<file path="config.mk">
export PLATFORM = sky130hd
export DESIGN_NAME = icache_fill_ctrl
export DESIGN_NICKNAME = d
export VERILOG_FILES = /design/src/rtl/icache_fill_ctrl.sv
export SDC_FILE = /design/constraint.sdc
export NUM_CORES = 1
export LEC_CHECK = 0
export ABC_CLOCK_PERIOD_IN_PS = 8200
export BUFFER_PORTS_ARGS = -buffer_cell sky130_fd_sc_hd__buf_2
export CAP_MARGIN = 20
export CORE_AREA = 2 2 218 220
export CTS_CLUSTER_SIZE = 28
export DETAILED_ROUTE_END_ITERATION = 10
export DIE_AREA = 0 0 220 222
export PLACE_DENSITY = 0.73
export SETUP_SLACK_MARGIN = 0.2
export SYNTH_ARGS = -nofsm -noshare
export SYNTH_HDL_FRONTEND = slang
export SYNTH_SLANG_ARGS = --single-unit
</file>
<file path="constraint.sdc">
create_clock -name clock -period 8.2 [get_ports clock]
set_input_delay 1.64 -clock clock [delete_from_list [all_inputs] [get_ports clock]]
set_output_delay 1.64 -clock clock [all_outputs]
set_load 0.03 [all_outputs]
</file>
<file path="src/rtl/icache_fill_ctrl.sv">
// icache_fill_ctrl
// Tag/valid keeper and block-fill sequencer for a direct-mapped instruction cache.
// Lookups hit in the same cycle. A miss fetches one block from DRAM a word at a time,
// then writes the assembled block to the data SRAM in a single cycle.
//
// Handshake semantics:
//   mem_req is raised in REQ with mem_addr stable and is held until the first cycle
//   mem_gnt=1; that cycle completes the request.
//   mem_rvalid qualifies mem_rdata only in FILL (words arrive in ascending order), and
//   there is no back-pressure on returned words. mem_rvalid outside FILL is ignored,
//   including on the grant cycle.
//   fetch_valid/stall: the fetch stage must hold fetch_addr while stall=1. Data is valid
//   only when fetch_hit=1.
module icache_fill_ctrl #(
    parameter int ADDR_W      = 32,
    parameter int WORD_W      = 32,
    parameter int BLOCK_WORDS = 4,   // power of 2, at least 2
    parameter int INDEX_W     = 4
) (
    input  logic                                clock,
    input  logic                                reset_n,
    input  logic                                fetch_valid,
    input  logic [ADDR_W-1:0]                   fetch_addr,
    input  logic                                flush,
    output logic                                fetch_hit,
    output logic [WORD_W-1:0]                   fetch_inst,
    output logic                                stall,
    output logic                                mem_req,
    output logic [ADDR_W-1:0]                   mem_addr,
    input  logic                                mem_gnt,
    input  logic                                mem_rvalid,
    input  logic [WORD_W-1:0]                   mem_rdata,
    output logic                                sram_we,
    output logic [INDEX_W-1:0]                  sram_index,
    output logic [BLOCK_WORDS-1:0][WORD_W-1:0]  sram_wdata,
    input  logic [BLOCK_WORDS-1:0][WORD_W-1:0]  sram_rdata,
    output logic [1:0]                          dbg_state
);

    localparam int CNT_W = $clog2(BLOCK_WORDS);
    localparam int OFF_W = CNT_W + 2;
    localparam int TAG_W = ADDR_W - INDEX_W - OFF_W;
    localparam int LINES = 1 << INDEX_W;
    localparam logic [CNT_W-1:0] LAST_BEAT = CNT_W'(BLOCK_WORDS - 1);

    typedef enum logic [1:0] {
        IDLE  = 2'd0,
        REQ   = 2'd1,
        FILL  = 2'd2,
        WRITE = 2'd3
    } state_t;

    state_t                              state_q;
    state_t                              state_d;
    logic [LINES-1:0]                    valid_q;
    logic [TAG_W-1:0]                    tag_q [LINES];
    logic [CNT_W-1:0]                    cnt_q;
    logic                                flush_pend_q;
    logic                                mem_req_q;
    logic [ADDR_W-1:0]                   mem_addr_q;
    logic                                sram_we_q;
    logic [BLOCK_WORDS-1:0][WORD_W-1:0]  wdata_q;

    // Address fields of the live fetch and of the latched miss.
    logic [TAG_W-1:0]   f_tag;
    logic [INDEX_W-1:0] f_idx;
    logic [CNT_W-1:0]   f_word;
    logic [TAG_W-1:0]   m_tag;
    logic [INDEX_W-1:0] m_idx;
    logic               unused_addr_bits;

    assign f_tag  = fetch_addr[ADDR_W-1 -: TAG_W];
    assign f_idx  = fetch_addr[OFF_W +: INDEX_W];
    assign f_word = fetch_addr[2 +: CNT_W];
    assign m_tag  = mem_addr_q[ADDR_W-1 -: TAG_W];
    assign m_idx  = mem_addr_q[OFF_W +: INDEX_W];
    assign unused_addr_bits = ^fetch_addr[1:0];

    // Control strobes derived from the current state and inputs.
    logic hit;
    logic start_miss;
    logic grant;
    logic fill_beat;
    logic last_beat;
    logic in_write;

    assign hit        = fetch_valid & valid_q[f_idx] & (tag_q[f_idx] == f_tag);
    assign start_miss = (state_q == IDLE) & fetch_valid & ~hit;
    assign grant      = (state_q == REQ) & mem_gnt;
    assign fill_beat  = (state_q == FILL) & mem_rvalid;
    assign last_beat  = fill_beat & (cnt_q == LAST_BEAT);
    assign in_write   = (state_q == WRITE);

    // State register.
    always_ff @(posedge clock or negedge reset_n) begin
        if (!reset_n) begin
            state_q <= IDLE;
        end else begin
            state_q <= state_d;
        end
    end

    // Next-state logic and lookup-side outputs.
    always_comb begin
        state_d    = state_q;
        fetch_hit  = 1'b0;
        stall      = 1'b1;
        sram_index = m_idx;
        fetch_inst = sram_rdata[f_word];
        unique case (state_q)
            IDLE: begin
                sram_index = f_idx;
                fetch_hit  = hit;
                stall      = fetch_valid & ~hit;
                if (start_miss) begin
                    state_d = REQ;
                end
            end
            REQ: begin
                if (mem_gnt) begin
                    state_d = FILL;
                end
            end
            FILL: begin
                if (last_beat) begin
                    state_d = WRITE;
                end
            end
            WRITE: begin
                state_d = IDLE;
            end
            default: begin
                state_d = IDLE;
            end
        endcase
    end

    // DRAM request: latch the block-aligned miss address, hold the request until granted.
    always_ff @(posedge clock or negedge reset_n) begin
        if (!reset_n) begin
            mem_req_q  <= 1'b0;
            mem_addr_q <= '0;
        end else if (start_miss) begin
            mem_req_q  <= 1'b1;
            mem_addr_q <= {fetch_addr[ADDR_W-1:OFF_W], {OFF_W{1'b0}}};
        end else if (grant) begin
            mem_req_q  <= 1'b0;
        end
    end

    // Beat counter and block assembly buffer; only beats seen in FILL are captured.
    always_ff @(posedge clock or negedge reset_n) begin
        if (!reset_n) begin
            cnt_q   <= '0;
            wdata_q <= '0;
        end else if (grant) begin
            cnt_q   <= '0;
        end else if (fill_beat) begin
            wdata_q[cnt_q] <= mem_rdata;
            cnt_q          <= cnt_q + CNT_W'(1);
        end
    end

    // SRAM write strobe: one cycle, coincident with the WRITE state.
    always_ff @(posedge clock or negedge reset_n) begin
        if (!reset_n) begin
            sram_we_q <= 1'b0;
        end else begin
            sram_we_q <= last_beat;
        end
    end

    // Valid bits and deferred flush; a flush seen while busy wins over the line install.
    always_ff @(posedge clock or negedge reset_n) begin
        if (!reset_n) begin
            valid_q      <= '0;
            flush_pend_q <= 1'b0;
        end else if (state_q == IDLE) begin
            if (flush) begin
                valid_q <= '0;
            end
        end else if (in_write) begin
            flush_pend_q <= 1'b0;
            if (flush_pend_q | flush) begin
                valid_q <= '0;
            end else begin
                valid_q[m_idx] <= 1'b1;
            end
        end else if (flush) begin
            flush_pend_q <= 1'b1;
        end
    end

    // Tag array is never reset; an entry is only trusted when its valid bit is set.
    always_ff @(posedge clock) begin
        if (in_write) begin
            tag_q[m_idx] <= m_tag;
        end
    end

    assign mem_req    = mem_req_q;
    assign mem_addr   = mem_addr_q;
    assign sram_we    = sram_we_q;
    assign sram_wdata = wdata_q;
    assign dbg_state  = state_q;

endmodule

</file>
==> flow_summary.toml <==
[run_status]
outcome = "finished clean"

[drt]
vias_per_cell = 5.861
drtPass1Iterations = 5
drt_iter0_drc = 1112
vias = 13390
drt_wl_total_um = 60780
drc = 0
wl_per_cell_um = 26.60
antenna_left = 0

[final_layout]
layout.cells.non_filler = 2285
drive_gt1_frac = 0.4818
area_growth_pct = 20.42
nets = 1834

[clock_network]
clk-insertion-delay-late_ns = 0.62
cts_buffer_depth = 3
clock_sinks = 563
htree_num_levels = 2
ctsResizeCount = 0
numCtsBuffers = 55
post_cts_buffers = 0
cts-root-buf = "clkbuf_16"
cts-hold-fix-buffers = 0
clkSlewWorstSetupHoldPaths_ns = 0.06
cts_tree = "done"

[worst_setup_path]
worstPathMaxFanout = 18
worst_ep_arrival_time_ns = 5.28
crit_path_end = "stall"
path_cells = "buf_2 -> buf_4 -> clkinv_1 -> mux2i_1 -> xnor2_1 -> o32a_1 -> or4_1 -> or3_1 -> o31ai_1 -> nand2_1 -> buf_2"
timing.critical_path.mode_cell = "buf_2"
rr_startpoint = "tag_q[10][6]"
cp-start-kind = "input pin"
crit_start = "fetch_addr[5]"
crit_required_ns = 6.56
critPathKind = "in -> out"
crit_path_top_delay_cell = "or4_1"
r2r_end = "mem_addr[11]"
ff2ff_setup_slack_ns = 3.86
max_stage_delay_ns = 0.59
reg2reg_depth = 9
end_kind = "primary output"

[placement]
dpl.hpwl_um = 38450
place_ws_ns = 1.291
port_buffers = 393
gp_congestion = 0.8475
dp_cells = 2176

[sta]
slew_viol_final = 0
setup_viol = 0
min_period_ns = 6.924
hold_viol = 0
hold_ws_ns = 0.4808
fmax_ghz = 0.1444
worst_pin_slew_ns = 1.131
rsz0062_at_grt = "false"
fin_ws_ns = 1.276
fin_tns_setup_ns = 0
fin_crit_sh = 0.8444
relSlewSlack = 0.2443
fin_skew_ns = 0.05086

[synth]
netlist_area_mm2 = 0.02290
synth-seq-cells = 563
seq_area_frac_synth = 0.6992
synth_edf_count = 384
async_flop_share = 0.3179
synth.distinct_cells = 56
ys.flop_type = "edfxtp_1"
synth_cells = 1206
ys.warnings.count = 0
avgSynthCellArea_um2 = 18.99

[global_routing]
grt_pass1_wl_um = 87190
grt_overflow = 0
track_usage = 0.2459
antenna_found_initial = 5
grt_max_degree = 120
first_global_vias = 13570

[power]
p_leak_nw = 10.90
peakVddDrop_v = 0.0003218
p_total_mw = 9.339
power_density_mw_per_mm2 = 338.7

[die]
die_x_um = 220
die_area_mm2 = 0.04884
core_mm2 = 0.04626
ios = 400
start_util = 0.4950
die_h_um = 222
rows = 79

[hold_path]
hp-class = "reg -> reg"

[flow_run]
drv_cap = 0
## layout make-up
class                      instances  area [um2]
sequential                       563       16010
clock buffer                      80        1633
multi-input combinational        572        6553
antenna                            3       7.507
timing repair buffer             426        2272
inverter                          10       37.54
tap                              607       759.5
fill                            3393       18680
clock inverter                    24       304.0
## through the flow
step,area [um2],utilization
6_report,27580,0.5961
5_1_grt,27570,0.5961
4_1_cts,27540,0.5952
3_5_place_dp,25600,0.5534
3_3_place_gp,25600,0.5534
2_1_floorplan,22910,-
## flip-flops by register name (all words and copies together) (netlist names)
name,cells
flush_pend_q,1
valid_q,16
cnt_q,2
mem_addr,28
mem_req,1
dbg_state,2
sram_wdata,128
tag_q,384
sram_we,1
## layer usage
| layer | share of wire | global-route usage |
|---|---|---|
| met1 | 0.37 | 0.2963 |
| met2 | 0.53 | 0.4365 |
| met3 | 0.074 | 0.04472 |
| met4 | 0.034 | 0.09504 |
| met5 | 0 | 0 |
## placed cells by master, fill, tap and decap left out, types with 13 or more instances in the layout
master,n
xnor2_1,13
a21oi_1,25
dfrtp_1,179
mux2i_1,62
buf_2,390
edfxtp_1,384
mux2_2,153
clkbuf_8,14
nor2_2,13
buf_4,31
xor2_1,13
mux4_2,115
nand2_1,19
nor2_1,37
clkbuf_16,57
## report_power, final
| part | leakage [nW] | total (mW) | switching, mW | internal (mW) |
|---|---|---|---|---|
| logic | 4.25 | 2.42 | 1.59 | 0.826 |
| clock network | 0.950 | 2.62 | 1.07 | 1.55 |
| registers | 5.70 | 4.31 | 0.478 | 3.83 |
## Yosys cell counts, types with 9 or more instances
cell type / number / area, um2
clkbuf_1: 9 / 33.78
mux2_1: 9 / 101.4
nor2_1: 49 / 183.9
xnor2_1: 13 / 113.9
a21oi_1: 25 / 125.1
nand2_1: 19 / 71.32
edfxtp_1: 384 / 11530
buf_4: 10 / 75.07
xor2_1: 13 / 113.9
mux4_2: 115 / 2590
buf_1: 22 / 82.58
mux2_2: 153 / 1723
buf_2: 15 / 75.07
dfrtp_1: 179 / 4479
mux2i_1: 62 / 620.6
## worst min-delay path by stage
stage | startpoint | to | slack, ns | cells past startpoint
2_1_floorplan | valid_q[12] | valid_q[12] | 0.46 | 2
3_3_place_gp | mem_req | mem_req | 0.47 | 2
3_5_place_dp | mem_req | mem_req | 0.46 | 2
4_1_cts | mem_req | mem_req | 0.48 | 2
5_1_grt | sram_wdata[85] | sram_wdata[85] | 0.51 | 1
6_report | mem_req | mem_req | 0.48 | 2
## critical path: cells and delay by family
kind | cells | cell delay, ns
xor+xnor | 1 | 0.12
compound gates | 2 | 0.61
simple gates | 3 | 1.25
mux | 1 | 0.42
buf+inv | 4 | 1.23
## cells by family (layout without fill, tap and decap cells)
family          Yosys count  count (layout)  share of synthesized area
other cells               1               7                  0.0001638
buf+inv                  74             540                    0.01737
simple gates            115             115                    0.02399
xor+xnor                 26              26                   0.009944
mux                     339             339                     0.2199
flops                   563             563                     0.6992
fa+ha+maj                 8               8                   0.004371
compound gates           80              80                    0.02514
Note: power is estimated with default switching activity, not from simulation.
